==> config.mk <==
export PLATFORM = sky130hd
export DESIGN_NAME = spi_stash
export DESIGN_NICKNAME = d
export VERILOG_FILES = /design/src/rtl/spi_pkg.sv /design/src/rtl/spi_clk_div.sv /design/src/rtl/spi_stash.sv
export SDC_FILE = /design/constraint.sdc
export NUM_CORES = 1
export LEC_CHECK = 0
export BUFFER_PORTS_ARGS = -buffer_cell sky130_fd_sc_hd__buf_2
export CORE_ASPECT_RATIO = 1.5
export CORE_MARGIN = 5
export CORE_UTILIZATION = 50
export CTS_CLUSTER_DIAMETER = 120
export DETAILED_ROUTE_END_ITERATION = 10
export GPL_ROUTABILITY_DRIVEN = 1
export PLACE_DENSITY = 0.66
export SKIP_LAST_GASP = 1
export SLEW_MARGIN = 20
export SYNTH_ARGS = -nofsm -noshare
export SYNTH_HDL_FRONTEND = slang
export SYNTH_SLANG_ARGS = --single-unit
==> constraint.sdc <==
create_clock -name CTRL_CLK -period 2.7 [get_ports CTRL_CLK]
set_input_delay 0.405 -clock CTRL_CLK [delete_from_list [all_inputs] [get_ports CTRL_CLK]]
set_output_delay 0.405 -clock CTRL_CLK [all_outputs]
set_load 0.1 [all_outputs]
==> src/rtl/spi_pkg.sv <==
// Shared definitions for the SPI stash block: byte width and stash FSM states.
package spi_pkg;

  localparam int unsigned BYTE_W = 8;

  typedef enum logic {
    ST_IDLE = 1'b0,
    ST_RUN  = 1'b1
  } state_t;

endpackage

==> src/rtl/spi_clk_div.sv <==
// Free-running divider producing a one-cycle SCLK_PULSE strobe every CLK_DIV clocks.
module spi_clk_div #(
  parameter int unsigned CLK_DIV = 4
) (
  input  logic CTRL_CLK,
  input  logic NRST,
  output logic SCLK_PULSE
);

  localparam int unsigned CW = (CLK_DIV > 2) ? $clog2(CLK_DIV) : 1;
  localparam logic [CW-1:0] CNT_LAST = CW'(CLK_DIV - 1);
  localparam logic [CW-1:0] CNT_PRE  = CW'(CLK_DIV - 2);

  logic [CW-1:0] cnt;

  // Strobe is registered, so it is raised one count early to land on CNT_LAST.
  always_ff @(posedge CTRL_CLK) begin
    if (!NRST) begin
      cnt        <= '0;
      SCLK_PULSE <= 1'b0;
    end else begin
      cnt        <= (cnt == CNT_LAST) ? '0 : cnt + CW'(1);
      SCLK_PULSE <= (cnt == CNT_PRE);
    end
  end

endmodule

==> src/rtl/spi_stash.sv <==
// TX/RX byte stash sequencing one SPI master transfer and capturing returned bytes.
module spi_stash
  import spi_pkg::*;
#(
  parameter int unsigned DEPTH   = 16,
  parameter int unsigned AW      = 4,
  parameter int unsigned CLK_DIV = 4
) (
  input  logic              CTRL_CLK,
  input  logic              NRST,
  input  logic              WR_EN,
  input  logic [AW-1:0]     WR_ADDR,
  input  logic [BYTE_W-1:0] WR_DATA,
  input  logic [AW-1:0]     RD_ADDR,
  output logic [BYTE_W-1:0] RD_DATA,
  input  logic              START,
  input  logic [AW:0]       LEN,
  input  logic              ABORT,
  output logic              BUSY,
  output logic              DONE,
  output logic [AW:0]       RX_COUNT,
  output logic              SCLK_PULSE,
  output logic              XFER_N,
  output logic [BYTE_W-1:0] MOSI_data,
  input  logic [BYTE_W-1:0] MISO_data,
  input  logic [BYTE_W-1:0] stash_ptr
);

  localparam int unsigned CW = AW + 1;
  localparam logic [CW-1:0] DEPTH_C = CW'(DEPTH);

  state_t            state;
  state_t            state_nxt;
  logic [BYTE_W-1:0] tx_mem [DEPTH];
  logic [BYTE_W-1:0] rx_mem [DEPTH];
  logic [BYTE_W-1:0] ptr_q;
  logic [CW-1:0]     len_q;
  logic [CW-1:0]     cnt_inc_c;
  logic              byte_evt_c;
  logic              accept_c;
  logic              store_c;
  logic              finish_c;

  // Any change of the master's byte counter, including 255->0, marks a finished byte.
  assign byte_evt_c = (stash_ptr != ptr_q);
  assign cnt_inc_c  = RX_COUNT + CW'(1);

  always_ff @(posedge CTRL_CLK) begin
    if (!NRST) state <= ST_IDLE;
    else       state <= state_nxt;
  end

  always_comb begin
    state_nxt = state;
    accept_c  = 1'b0;
    store_c   = 1'b0;
    finish_c  = 1'b0;
    case (state)
      ST_IDLE: begin
        if (START && !ABORT && (LEN != '0)) begin
          accept_c  = 1'b1;
          state_nxt = ST_RUN;
        end
      end
      ST_RUN: begin
        store_c = byte_evt_c;
        if (ABORT) begin
          state_nxt = ST_IDLE;
        end else if (byte_evt_c && (cnt_inc_c == len_q)) begin
          finish_c  = 1'b1;
          state_nxt = ST_IDLE;
        end
      end
    endcase
  end

  always_ff @(posedge CTRL_CLK) begin
    if (!NRST) begin
      ptr_q     <= stash_ptr;
      BUSY      <= 1'b0;
      DONE      <= 1'b0;
      XFER_N    <= 1'b1;
      MOSI_data <= '0;
      RX_COUNT  <= '0;
      RD_DATA   <= '0;
      len_q     <= '0;
    end else begin
      ptr_q   <= stash_ptr;
      DONE    <= finish_c;
      RD_DATA <= rx_mem[RD_ADDR];
      if (accept_c) begin
        RX_COUNT  <= '0;
        MOSI_data <= tx_mem[AW'(0)];
        XFER_N    <= 1'b0;
        BUSY      <= 1'b1;
        len_q     <= (LEN > DEPTH_C) ? DEPTH_C : LEN;
      end else if (state == ST_RUN) begin
        if (store_c) begin
          RX_COUNT  <= cnt_inc_c;
          MOSI_data <= tx_mem[cnt_inc_c[AW-1:0]];
        end
        if (ABORT || finish_c) begin
          XFER_N <= 1'b1;
          BUSY   <= 1'b0;
        end
      end
    end
  end

  // Stash arrays carry no reset; the TX side is frozen while a transfer runs.
  always_ff @(posedge CTRL_CLK) begin
    if (NRST && WR_EN && (state == ST_IDLE)) tx_mem[WR_ADDR] <= WR_DATA;
    if (NRST && store_c) rx_mem[RX_COUNT[AW-1:0]] <= MISO_data;
  end

  spi_clk_div #(
    .CLK_DIV(CLK_DIV)
  ) u_clk_div (
    .CTRL_CLK  (CTRL_CLK),
    .NRST      (NRST),
    .SCLK_PULSE(SCLK_PULSE)
  );

endmodule
== Yosys cells after proc, flatten, opt, wreduce, memory -nomap -nowiden ==
Memory sizes are Yosys's and may differ from the RTL's. A register that Yosys moved wholly into a read port is not among the register bits.
Cells that the tools add are included.
Word-level totals
  RAM bits: 256
  register bits: 33
  logic and storage cells: 62
  input bits: 42
  memories: 2
Operators by class
  mux-type cells: 23
  add/sub/neg operators: 2
  equal/unequal tests: 4
  bitwise logic cells: 2
  reduce and logical (&&, ||, !) cells: 18
  order comparisons: 1
Memory list
  rx_mem: words 16, bits a word 8, rd ports 1, clocked after Yosys merged registers in 1, wr ports 1, line spi_stash.sv:35  | logic [BYTE_W-1:0] rx_mem [DEPTH];
  tx_mem: words 16, bits a word 8, rd ports 2, clocked after Yosys merged registers in 0, wr ports 1, line spi_stash.sv:34  | logic [BYTE_W-1:0] tx_mem [DEPTH];
Operator list (number)
  8-bit 2-to-1 mux: 3
  1-bit 2-to-1 mux: 18
  8-bit inequality test: 1
  1-bit logical AND: 6
  2-bit AND reduction: 3
  2-bit nonzero test: 3
  5-bit by 1-bit adder with 5-bit output, second input constant: 1
  5-bit == test: 1
  5-bit greater-than comparator, second input constant: 1
  5-bit 2-to-1 mux: 1
  5-bit nonzero test: 1
  2-bit == test, second input constant: 2
  2-bit OR reduction: 2
  2-bit by 1-bit adder with 2-bit output, second input constant: 1
  1-bit logical NOT: 2
  1-bit NOT: 2
  1-bit case mux with 2 select lines: 1
  1-bit logical OR: 1

== Logic depth before layout (Yosys ltp) ==
  word-level depth: 10
  depth in mapped cells: 10

== By module ==
A second synthesis with hierarchy kept.
Second synthesis, totals
  cells, all modules: 675
  area total of the unflattened synthesis: 11696.2 um^2
By module, submodules not included
  spi_stash: times used 1, cells an instance 666, area each 11576.1 um^2
  spi_clk_div: times used 1, cells an instance 9, area each 120.1 um^2

== Least setup slack after synthesis ==
No wires, ideal clock.
  kind: register to register
  start point: register RX_COUNT[0]
  end point: register MOSI_data[3]
  data required time: 2.573 ns
  period minus slack after synthesis: 3.178 ns
  arrival: 3.052 ns
  slack: -0.478 ns
  library setup time: 0.127 ns
  cell stages (with the launch flop): 11
  cells stage by stage: dfxtp_1 > buf_2 > buf_2 > inv_1 > ha_1 > buf_2 > nor2_1 > and3_1 > a31oi_1 > a41oi_1 > or3_1
On the way
  word-level cells in the longest chain between the ends: 5
Ends and longest elaborated chain
  start, declared: line spi_stash.sv:21  | output logic [AW:0] RX_COUNT,
  start signal, assigned: line spi_stash.sv:99  | RX_COUNT <= cnt_inc_c;
  5-bit by 1-bit adder with 5-bit output: line spi_stash.sv:46  | assign cnt_inc_c = RX_COUNT + CW'(1);
  named net cnt_inc_c[0]: line spi_stash.sv:38  | logic [CW-1:0] cnt_inc_c;
  memory read 16 x 8 bit
  8-bit 2-to-1 mux: line spi_stash.sv:98  | if (store_c) begin
  8-bit 2-to-1 mux: line spi_stash.sv:97  | end else if (state == ST_RUN) begin
  8-bit 2-to-1 mux: line spi_stash.sv:91  | if (accept_c) begin
  end signal, assigned: line spi_stash.sv:93  | MOSI_data <= tx_mem[AW'(0)];
  end signal, assigned: line spi_stash.sv:100  | MOSI_data <= tx_mem[cnt_inc_c[AW-1:0]];
  end, declared: line spi_stash.sv:24  | output logic [BYTE_W-1:0] MOSI_data,
The timed path passes the listed nets, and every way through them passes these cells. The select of a mux whose other input is x is not followed.
A chain may end at the register's enable or synchronous reset.

== Worst setup path after layout ==
  start point: input port stash_ptr[1]
  end point: memory rx_mem[9][5] (enable)
On the way
  word-level cells in the longest chain between the ends: 5
Ends and longest elaborated chain
  start, declared: line spi_stash.sv:26  | input logic [BYTE_W-1:0] stash_ptr
  8-bit inequality test: line spi_stash.sv:45  | assign byte_evt_c = (stash_ptr != ptr_q);
  1-bit 2-to-1 mux: line spi_stash.sv:58  | case (state)
  1-bit logical AND: line spi_stash.sv:113  | if (NRST && store_c) rx_mem[RX_COUNT[AW-1:0]] <= MISO_data;
  1-bit 2-to-1 mux: line spi_stash.sv:113
  1-bit 2-to-1 mux (implied by the code): line spi_stash.sv:113
  end, declared: line spi_stash.sv:35
Every way passes these cells.

==> run summary <==
### Run status
• completed — run status

### Power
• 0.218 — fraction of power spent switching nets
• 0.413 — share of total power in the clock network
• 0.600 mV — worst voltage drop across the vdd grid
• 0.00459 uW — Leakage
• 712 nW/um^2 — Pwr Density
• 0.066 — part of the power in combinational logic
• 0.522 — sequential fraction of design power
• 2120 uW — net switching power
• 7580 uW — Internal Pwr Total

### Clock network
• done — clock tree from TritonCTS
• 0.07 ns — clock transition at the register clock pins on the worst setup and hold paths after CTS
• 3 — number of buffers between clock root and the deepest sink
• 0.54 ns — worst skew pair latency
• 1 — number of H-tree levels
• 0 — quantity of gates resized following cts
• 26 — Num CTS Buffers
• 297 — clock sink count
• clkbuf_16 — Root Driver

### Global route
• 0 — total global routing overflow
• 0.189 — gr usage total
• 6,598 — vias in the first global route
• 38.0 mm — wire length of the first global-routing pass
• 33 — pin count of the biggest net entering global routing
• 0 — number of antenna violations at the first check in global routing

### Timing
• false — unrepaired setup endpoints after global routing
• 0.0223 ns — final clock skew
• 0 — final-report setup violation count
• 0.909 — portion of the clock cycle consumed by the worst path in the final layout
• 407 MHz — upper clock frequency limit
• 2.46 ns — Min Clock Period, post-route
• 0.135 ns — Post-Route Hold Slack
• 0 — final hold viol count
• 0 ns — Total Negative Setup Slacks
• 0 — count of final max-slew check failures
• 0.845 ns — measured slew at the worst slew-check pin
• 0.434 — worst rel slew slack

### Min path
• input port to register — type of the most critical hold path

### Worst setup path
• input port to register — classification of the worst setup path
• register — CP endpoint kind
• input port — Critical Path Start Type
• 13 — Crit Path Max Fanout
• 2.93 ns — Required @ worst endpoint
• 2.69 ns — data arrival at the endpoint of the critical path

### Routing
• 5.69 — detail-routed via count per cell
• 0 — number of design rule violations left after detail routing
• 5 — number of iterations in the first detailed-routing pass
• 23.0 um — routed length per instance
• 0 — number of nets with antenna violations after routing
• 429 — starting DRC count in detailed routing
• 24.9 mm — Detailed Route WL
• 6,150 — total via count after detailed routing

### Synthesis
• 0.661 — top-area cell type share of the netlist area
• edfxtp_1 — most common flop cell mapped by yosys
• 256 — count of flip-flops with a built-in enable after synthesis
• 663 — number of cells produced by synthesis
• 17.6 sq um — Syn Area/Cell
• 0 — Post-synth ARST share
• 0.731 — fraction of the yosys area taken by sequential cells
• 711 — nets in the synthesized netlist
• 0 — synth warn
• 48 — post-synthesis cell type count
• 297 — number of storage elements in the synthesis netlist
• edfxtp_1 — area leader, netlist
• edfxtp_1 66%, mux4_2 11%, dfxtp_1 7.1% — top post-synthesis cells by area
• 11,600 sq um — mapped cell area

### Place
• 0.847 — RePlAce Congestion
• 17.6 mm — dpl hpwl
• 66 — IO buf count

### Final layout
• 8510 sq um — Sequential cell area
• 17.0% — Area Overhead vs Synth
• 1,702 — FILL cells
• 0 — number of inserted diodes
• 256 x edfxtp_1, 66 x buf_2, 60 x nand2_1 — commonest non-fill, non-tap cells in the layout
• 2970 sq um — area of the multi-input gates
• 828 — total number of nets in the final design
• 0.291 — layout cells sized above 1
• edfxtp_1 — leading cell type in the layout, fill and taps excluded

### Floorplanning
• 0.507 — initial cell density of the core
• 67 — Top Ports
• 26,500 sq um — Die Area
• 68 — standard-cell row count
• 197 um — overall die height
• 23,000 sq um — core outline area
• 135 um — die span in x

### Flow run
• 0 — Maximum Capacitance Violations

state kept, by name, summed over array words and instances (netlist names):
register              cells
XFER_N                    1
state                     1
len_q                     5
rx_mem                  128
tx_mem                  128
RD_DATA                   8
ptr_q                     8
BUSY                      1
MOSI_data                 8
RX_COUNT                  5
DONE                      1
u_clk_div.cnt             2
u_clk_div.SCLK_PULSE      1
worst max-delay path, stage by stage:
cell and delay (ns):
dlygate4sd3_1 0.54, buf_2 0.13, xnor2_1 0.12, nand4_1 0.24, o21a_1 0.31, nand2_1 0.40
nor3b_1 0.32, buf_4 0.21
area by class of cell:
cell class	count	share of cell area
Tap cell	280	0.0257
Sequential cell	297	0.625
Clock inverter	19	0.0187
Timing Repair Buffer	123	0.0590
Multi-Input combinational cell	323	0.218
Inverter	9	0.00248
Clock buffer	29	0.0508
path summary, 6_finish.rpt:
path,end,startpoint,slack (ns),cells past startpoint
min reg2reg,u_clk_div.cnt[0],u_clk_div.cnt[0],0.45,1
max,rx_mem[9][5],stash_ptr[1],0.24,8
max reg2reg,rx_mem[9][5],ptr_q[7],0.49,6
min,DONE,ABORT,0.13,2
cells by family after synthesis:
kind of cell / Yosys count / synth area share
and+or+nand+nor: 179 / 0.0790
DFF: 297 / 0.731
buffers and inverters: 43 / 0.0178
muxes: 71 / 0.121
xor gates and xnor gates: 17 / 0.0128
adders and majority gates: 6 / 0.00645
AOI/OAI and AO/OA: 50 / 0.0314
power by group through the flow:
stage | Clock [uW] | Combinational [uW] | Sequential, uW
2_1_floorplan | 0 | 263 | 5310
4_1_cts | 4050 | 644 | 5060
5_1_grt | 4260 | 680 | 5060
6_report | 4000 | 638 | 5060
3_5_place_dp | 0 | 635 | 5160
3_3_place_gp | 0 | 622 | 5150
synthesized netlist by cell type, drive strengths merged, types with 5 or more instances:
cell type and number:
and2 13, a21o 7, nand4b 7, nor2b 8, nor3b 9, xnor2 13
inv 8, ha 6, mux4 56, a22oi 8, edfxtp 256, dfxtp 41
a31oi 6, a32oi 7, nand3 25, nand2b 5, and3 5, mux2i 15
nor3 8, buf 24, a21oi 7, clkbuf 10, nor2 23, nand3b 5
nand2 61
metal layers:
| metal | GRT usage | vias to the layer above | part of all wire |
|---|---|---|---|
| li1 | - | 2834 | - |
| met1 | 0.208 | 3093 | 0.36 |
| met2 | 0.369 | 174 | 0.57 |
| met5 | 0 | - | 0 |
| met3 | 0.0255 | 49 | 0.041 |
| met4 | 0.0619 | 0 | 0.029 |
per-stage QoR:
stage,instance area (sq um),cells,utilization,worst slack (ns),power (uW)
final,13600,1080,0.593,0.245,9690
after global routing,13600,1080,0.593,0.124,9990
after CTS,13600,1079,0.592,0.284,9750
after detailed placement,12600,1024,0.548,0.284,5790
after global placement,12600,1024,0.548,0.353,5780
after floorplan,11600,663,-,0.0483,5580
what timing repair did:
| item | CTS | global route |
|---|---|---|
| endpoints found under the hold margin | 7 | 1 |
| hold buffers | 7 | 1 |
| setup buffers | 0 | 0 |
Power figures use the tool's default switching activity.
